`config.mk`:
```
export PLATFORM = sky130hd
export DESIGN_NAME = wl_afifo_rd_sched
export DESIGN_NICKNAME = d
export VERILOG_FILES = /design/src/rtl/wl_afifo_rd_sched.sv
export SDC_FILE = /design/constraint.sdc
export NUM_CORES = 1
export LEC_CHECK = 0
export CAP_MARGIN = 30
export CELL_PAD_IN_SITES_DETAIL_PLACEMENT = 1
export CELL_PAD_IN_SITES_GLOBAL_PLACEMENT = 2
export CORE_MARGIN = 1.5
export CORE_UTILIZATION = 24
export CTS_CLUSTER_SIZE = 24
export DETAILED_ROUTE_END_ITERATION = 8
export HOLD_SLACK_MARGIN = 0.15
export PLACE_DENSITY = 0.84
export SKIP_CTS_REPAIR_TIMING = 1
export SYNTH_ARGS = -nofsm -noshare
export SYNTH_HDL_FRONTEND = slang
export SYNTH_SLANG_ARGS = --single-unit
```
`constraint.sdc`:
```
create_clock -name i_rclk -period 1.81 [get_ports i_rclk]
set_input_delay 0.362 -clock i_rclk [delete_from_list [all_inputs] [get_ports i_rclk]]
set_output_delay 0.362 -clock i_rclk [all_outputs]
set_load 0.01 [all_outputs]
```
`src/rtl/wl_afifo_rd_sched.sv`:
```
// rtl/wl_afifo_rd_sched.sv - round-robin read scheduler for N async-FIFO read ports
// Optional stall watchdog is built when WL_RDSCHED_WDT_EN is defined.
module wl_afifo_rd_sched #(
  parameter int N     = 4,
  parameter int IW    = 2,
  parameter int TB    = 2,
  parameter int BURST = 3
`ifdef WL_RDSCHED_WDT_EN
  ,
  parameter int STALL = 15
`endif
) (
  input  logic          i_rclk,
  input  logic          i_rrst_b,
  input  logic [N-1:0]  i_en,
  input  logic [N-1:0]  i_empty,
  input  logic [N-1:0]  i_arempty,
  input  logic [N-1:0]  i_clr_req,
  input  logic          i_dn_ready,
  output logic [N-1:0]  o_rd_en,
  output logic [IW-1:0] o_gnt_id,
  output logic          o_busy,
  output logic [N-1:0]  o_rclr,
  output logic          o_burst_done,
  output logic          o_stall_err
);

  // A burst longer than TB+1 could underflow a FIFO that just left almost-empty.
  localparam int BL = (BURST > TB + 1) ? TB + 1 : ((BURST < 1) ? 1 : BURST);
  localparam int CW = $clog2(BL + 1);

  typedef enum logic [1:0] {ST_ARB, ST_BURST, ST_CLR} state_t;

  state_t        r_state;
  logic [IW-1:0] r_rr_ptr;
  logic [IW-1:0] r_gnt_id;
  logic [CW-1:0] r_cnt;
  logic [N-1:0]  r_clr_pend;
  logic [N-1:0]  r_rclr;
  logic          r_busy;
  logic          r_burst_done;

  logic [N-1:0]  w_pend_nx;
  logic [N-1:0]  w_elig;
  logic [IW-1:0] w_idx;
  logic [IW-1:0] w_gnt;
  logic          w_found;
  logic [IW-1:0] w_nxt_ptr;
  logic          w_g_abort;
  logic          w_wdt_hit;
  logic          w_abort;
  logic          w_read;

  assign w_pend_nx = r_clr_pend | i_clr_req;
  assign w_elig    = i_en & ~i_empty;
  assign w_nxt_ptr = IW'((int'(r_gnt_id) + 1) % N);

  // Cyclic first-set search over eligible FIFOs starting at the round-robin pointer.
  always_comb begin
    w_found = 1'b0;
    w_gnt   = '0;
    w_idx   = '0;
    for (int k = N - 1; k >= 0; k--) begin
      w_idx = IW'((int'(r_rr_ptr) + k) % N);
      if (w_elig[w_idx]) begin
        w_found = 1'b1;
        w_gnt   = w_idx;
      end
    end
  end

  assign w_g_abort = r_clr_pend[r_gnt_id] | i_clr_req[r_gnt_id] |
                     ~i_en[r_gnt_id] | i_empty[r_gnt_id];
  assign w_abort   = w_g_abort | w_wdt_hit;
  assign w_read    = (r_state == ST_BURST) && i_dn_ready && !w_abort;
  assign o_rd_en   = w_read ? ({{(N-1){1'b0}}, 1'b1} << r_gnt_id) : '0;

`ifdef WL_RDSCHED_WDT_EN
  localparam int SW = $clog2(STALL + 1);
  logic [SW-1:0] r_stall_cnt;
  logic          r_stall_err;

  // The hit fires on the STALL-th consecutive stalled cycle of a burst.
  assign w_wdt_hit = (r_state == ST_BURST) && !i_dn_ready &&
                     (r_stall_cnt == SW'(STALL - 1));

  // Count stalled burst cycles; any read or leaving BURST restarts the count.
  always_ff @(posedge i_rclk) begin
    if (!i_rrst_b) begin
      r_stall_cnt <= '0;
      r_stall_err <= 1'b0;
    end else begin
      r_stall_err <= w_wdt_hit;
      if (r_state != ST_BURST || w_read || w_wdt_hit)
        r_stall_cnt <= '0;
      else if (!i_dn_ready)
        r_stall_cnt <= r_stall_cnt + SW'(1);
    end
  end

  assign o_stall_err = r_stall_err;
`else
  assign w_wdt_hit   = 1'b0;
  assign o_stall_err = 1'b0;
`endif

  // Main scheduler: arbitrate, run bursts with abort, and issue pending clears.
  always_ff @(posedge i_rclk) begin
    if (!i_rrst_b) begin
      r_state      <= ST_ARB;
      r_rr_ptr     <= '0;
      r_gnt_id     <= '0;
      r_cnt        <= '0;
      r_clr_pend   <= '0;
      r_rclr       <= '0;
      r_busy       <= 1'b0;
      r_burst_done <= 1'b0;
    end else begin
      r_burst_done <= 1'b0;
      r_rclr       <= '0;
      r_clr_pend   <= w_pend_nx;
      case (r_state)
        ST_ARB: begin
          // A clear arriving together with a possible grant takes priority.
          if (|w_pend_nx) begin
            r_state <= ST_CLR;
            r_rclr  <= w_pend_nx;
          end else if (w_found) begin
            r_state  <= ST_BURST;
            r_busy   <= 1'b1;
            r_gnt_id <= w_gnt;
            r_cnt    <= i_arempty[w_gnt] ? CW'(1) : CW'(BL);
          end
        end
        ST_BURST: begin
          if (w_abort) begin
            r_state      <= ST_ARB;
            r_busy       <= 1'b0;
            r_burst_done <= 1'b1;
            r_rr_ptr     <= w_nxt_ptr;
            r_cnt        <= '0;
          end else if (w_read) begin
            r_cnt <= r_cnt - CW'(1);
            if (r_cnt == CW'(1)) begin
              r_state      <= ST_ARB;
              r_busy       <= 1'b0;
              r_burst_done <= 1'b1;
              r_rr_ptr     <= w_nxt_ptr;
            end
          end
        end
        ST_CLR: begin
          // r_rclr holds the bits issued this cycle; later requests stay pending.
          r_clr_pend <= (r_clr_pend & ~r_rclr) | i_clr_req;
          r_state    <= ST_ARB;
        end
        default: r_state <= ST_ARB;
      endcase
    end
  end

  assign o_gnt_id     = r_gnt_id;
  assign o_busy       = r_busy;
  assign o_rclr       = r_rclr;
  assign o_burst_done = r_burst_done;

endmodule

```
==> Yosys cells after proc, flatten, opt, wreduce, memory -nomap -nowiden <==
Index checks and enable logic that the tools add are counted.
{ "word_totals": {"reg_bits": 18, "latchBits": 0, "ramBits": 0, "mem_bits_ro": 0, "inputBits": 19, "out_inout_bits": 13, "word_cells": 106, "memories": 0} }
{ "op_classes": {"addsub": 5, "multipliers": 0, "n_div": 0, "order_cmp": 6, "eq_ne": 8, "shift": 1, "n_mux": 52, "n_bitwise": 11, "reduce_logical": 15} }
{ "ops": {"columns": ["op", "count"], "rows": [
  ["$mux 2", 17],
  ["$mux 1", 21],
  ["$bmux 1 s2", 9],
  ["$lt 2x3->1 const B", 6],
  ["$reduce_and 3->1", 4],
  ["$and 4x4->4", 2],
  ["$mux 4", 2],
  ["$not 4->4", 2],
  ["$or 4x4->4", 2],
  ["$pmux 2 s2", 2],
  ["$ne 3x3->1 const B", 2],
  ["$reduce_bool 2->1", 3],
  ["$reduce_and 5->1", 1],
  ["$add 2x1->2 const B", 2],
  ["$add 2x2->2 const B", 2],
  ["$eq 2x1->1 const B", 2],
  ["$ne 2x2->1 const B", 2],
  ["$reduce_and 4->1", 1],
  ["$reduce_or 4->1", 1],
  ["$shl 1x2->4 const A", 1],
  ["$ne 3x2->1 const B", 1],
  ["$or 1x1->1", 3],
  ["$eq 2x2->1 const B", 1],
  ["$logic_and 1x1->1", 2],
  ["6 further kinds", 7]
]} }

==> Depth between registers and ports, before layout <==
{ "depth": {"word_depth": 14, "mapped_depth": 6, "depth_no_buf": 6} }

==> Worst setup path after synthesis <==
Ideal clock, no wire load.
{ "synth_timing": {"path_type": "input to output", "from": "input i_clr_req[3]", "to": "output o_rd_en[0]", "t_arrival_ns": 1.590, "required_time_ns": 1.448, "setup_slack_ns": -0.142, "cell_stages": 5, "n_path_buf": 0, "cell_sequence": "or4b_1 > o22ai_4 > or2_1 > and3_1 > and2_1"} }
{ "synth_via": {"elab_chain_cells": 8} }
{ "synth_rtl": {"columns": ["element", "line", "rtl"], "rows": [
  ["start: declaration", "18", "input logic [N-1:0] i_clr_req,"],
  ["$bmux 1 s2", "72", "assign w_g_abort = r_clr_pend[r_gnt_id] | i_clr_req[r_gnt_id] |"],
  ["$mux 1 (not written as such)", "72", null],
  ["$or 1x1->1 (2 in series)", "72", null],
  ["$or 1x1->1", "73", "~i_en[r_gnt_id] | i_empty[r_gnt_id];"],
  ["$logic_not 1->1", "75", "assign w_read = (r_state == ST_BURST) && i_dn_ready && !w_abort;"],
  ["$logic_and 1x1->1", "75", null],
  ["$mux 4", "76", "assign o_rd_en = w_read ? ({{(N-1){1'b0}}, 1'b1} << r_gnt_id) : '0;"],
  ["end: declaration", "20", "output logic [N-1:0] o_rd_en,"]
]} }
Every way passes these cells. The select of a mux whose other input is x is not followed.

==> Final worst setup path <==
{ "layout_timing": {"from": "register r_clr_pend[2]", "to": "output o_rd_en[2]"} }
{ "layout_via": {"elab_chain_cells": 8} }
{ "layout_rtl": {"columns": ["element", "line", "rtl"], "rows": [
  ["start: declaration", "38", "logic [N-1:0] r_clr_pend;"],
  ["start signal: assignment", "121", "r_clr_pend <= w_pend_nx;"],
  ["start signal: assignment", "154", "r_clr_pend <= (r_clr_pend & ~r_rclr) | i_clr_req;"],
  ["$bmux 1 s2", "72", null],
  ["$mux 1 (not written as such)", "72", null],
  ["$or 1x1->1 (2 in series)", "72", null],
  ["$or 1x1->1", "73", null],
  ["$logic_not 1->1", "75", null],
  ["$logic_and 1x1->1", "75", null],
  ["$mux 4", "76", null]
]} }
Every way passes these cells. The select of a mux whose other input is x is not followed.

==> metrics.cfg <==
[outcome]
outcome = complete, but fails checks
violations = setup timing

[clock_tree]
h-tree-depth = 1
clkLatencyLatePin_ns = 0.26
clkTransAtPathRegs_ns = 0.07
cts.path.max_buffers = 2
cts_sinks = 18
cts_buffers = 3
cts_tree = built
cts-root-buf = clkbuf_8

[sta]
finalHoldViolations = 0
slew_headroom_pct = 62.42
setup_violations = 5
setup-tns-final_ns = -1.848
maxSlewViolCount = 0
period_share_pct = 123.9
clock_skew_ns = 0.004662
min_period_ns = 2.242
fin_ws_ns = -0.4323
grt_setup_unrepaired = true
tightest_slew_ns = 0.5625
max_freq_mhz = 446.0

[global_route]
grt_pass1_vias = 1309
grt_pass1_wl_um = 6120
track_usage_pct = 15.66
grt_max_degree = 11
overflow = 0
antenna_found_initial = 0

[run]
max_cap_viol_count = 0

[critical_path]
cp_max_fo = 5
path_cells = or4b_4, o22ai_4, or2_1, and3_4, and2_4, buf_6
path_class = flop to output port
cp.depth = 6
critPathSlowestCell = or4b_4
cp-startpoint = r_clr_pend[2]
timing.rr.end = r_cnt[1]
cp.arrival_ns = 1.88
cp-end-kind = output port
required_ns = 1.45
reg2reg_slack_ns = -0.14
cp.buffers_inverters = 1
r2r-start = r_rr_ptr[0]
crit_path_start_kind = flop
crit_path_end = o_rd_en[2]
max_stage_delay_ns = 0.53
worst-r2r-cell-count = 5
crit_family = simple AND/OR/NAND/NOR gates

[pwr]
p_seq_share_pct = 42.2
power.switching_uw = 260.3
p_clk_share_pct = 33.2
p_leak_nw = 0.8876
p_int_uw = 743.6
combinationalPowerShare_pct = 24.7
p_per_area_nw_per_um2 = 519.3
ir_drop_mv = 0.2896
swShare_pct = 25.93

[die]
rows = 24
boundaryPins = 32
die_w_um = 69.69
dieArea_um2 = 4856
die_h_um = 69.69
coreArea_um2 = 4324
start_util_pct = 24.68

[synthesis]
netlist_area_um2 = 1067
syn_nets = 151
synth_warnings = 0
ys_seq_area_share_pct = 33.76
synth_most_common_cell = nor2_1
synth_edf_count = 0
async_reset_ff_share_pct = 0
ys_types = 47
synth_top_area_share_pct = 33.76
synth.avg_cell_area_um2 = 8.404
synth_top_area_cell = dfxtp_1
synth_common_cells = nor2_1, dfxtp_1, a21oi_1, inv_1
synth_ff_type = dfxtp_1
synth_area_leaders = dfxtp_1, nor2_1, ha_1
synthCells = 127
ys_ff_latch = 18

[place]
gp_congestion = 0.7932
preCtsSetupSlack_ns = -1.126
dp_hpwl_um = 3066
buffer_ports.inserted = 30

[finish]
diodes = 0
final_nets = 226
syn2layout_area_growth_pct = 81.12
fillCellCount = 520
final_util_pct = 44.70
drive_above_1_share_pct = 37.31

[routing]
drc = 0
routedWlPerCell_um = 15.70
drt-initial-drc-count = 25
via_per_inst = 4.870
antenna_left = 0
drt_wl_total_um = 3972
drt_first_pass_iters = 4
vias = 1232

[min_path]
hold_path.class = primary input to flop

-- per-layer routing --
| layer | track usage (%) | routed length [um] | share of wire (%) |
|---|---|---|---|
| met5 | 0 | 0 | 0 |
| met4 | 1.496 | 41 | 1.0 |
| met3 | 3.779 | 170 | 4.3 |
| met2 | 31.30 | 2187 | 55 |
| met1 | 17.05 | 1573 | 40 |
-- cell type report --
class	instances	area (um^2)	share of cell area, %
clock buffers	4	55.05	2.848
inverters	9	33.78	1.748
multi-input cells	98	767.0	39.68
well taps	52	65.06	3.366
flip-flops and latches	18	361.6	18.71
repair buffers	72	650.6	33.66
-- cells in the final DEF (no fill, tap or decap), drive strengths merged, types with 2 or more instances in the layout --
| master | n |
|---|---|
| a21o | 2 |
| nand3 | 3 |
| nand2b | 3 |
| ha | 5 |
| nor4b | 2 |
| clkdlybuf4s50 | 14 |
| buf | 46 |
| nor4 | 2 |
| dfxtp | 18 |
| nand2 | 6 |
| a21boi | 2 |
| or4b | 2 |
| a31oi | 2 |
| inv | 8 |
| mux2i | 2 |
| a21oi | 9 |
| a311oi | 3 |
| and3 | 3 |
| o21ai | 3 |
| nor2b | 6 |
| and2 | 4 |
| clkbuf | 4 |
| dlymetal6s2s | 12 |
| nor2 | 20 |
-- logic make-up after synthesis --
group,share of synthesized area [%]
multiplexers,1.876
AND/OR/NAND/NOR,29.43
buffers and inverters,4.220
AO/OA/AOI/OAI,24.50
other,0.3514
adder cells (fa/ha/maj),5.862
flip-flops,33.76
-- power groups by stage --
stage | Combinational [mW] | Clock (mW) | Sequential [mW]
5_1_grt | 0.267 | 0.359 | 0.425
2_1_floorplan | 0.0704 | 0 | 0.433
4_1_cts | 0.219 | 0.342 | 0.422
3_5_place_dp | 0.218 | 0 | 0.431
3_3_place_gp | 0.208 | 0 | 0.430
6_report | 0.248 | 0.333 | 0.423
-- flip-flops by register name, summed over array words and instances (netlist names) --
register and cells:
o_rclr 4, r_clr_pend 4, o_burst_done 1, o_busy 1, r_cnt 2, o_gnt_id 2, r_rr_ptr 2, r_state 2
-- metrics by stage --
step	hold WS (ns)	area, um^2	cells	total power [mW]
final	0.4969	1933	253	1.004
after global routing	0.5364	1933	253	1.051
after CTS	0.5426	1747	245	0.9836
after detailed placement	0.5170	1692	241	0.6489
after global placement	0.4976	1692	241	0.6381
after floorplan	0.4660	1082	127	0.5039
-- worst min-delay path by stage --
| stage | startpoint | to | slack, ns | cells after the start |
|---|---|---|---|---|
| 2_1_floorplan | r_clr_pend[3] | r_clr_pend[3] | 0.47 | 2 |
| 3_3_place_gp | o_rclr[1] | r_clr_pend[1] | 0.50 | 3 |
| 3_5_place_dp | o_rclr[2] | r_clr_pend[2] | 0.52 | 3 |
| 4_1_cts | o_rclr[2] | r_clr_pend[2] | 0.54 | 3 |
| 5_1_grt | i_clr_req[1] | r_clr_pend[1] | 0.54 | 4 |
| 6_report | i_clr_req[2] | r_clr_pend[2] | 0.50 | 4 |
-- worst reg2reg max path: stages, from the launching register on --
cell      delay (ns)
dfxtp_1         0.35
nor3b_1         0.51
a311o_1         0.25
a21boi_0        0.10
a2111o_1        0.43
a311oi_2        0.24
(Power assumes the default switching activity.)
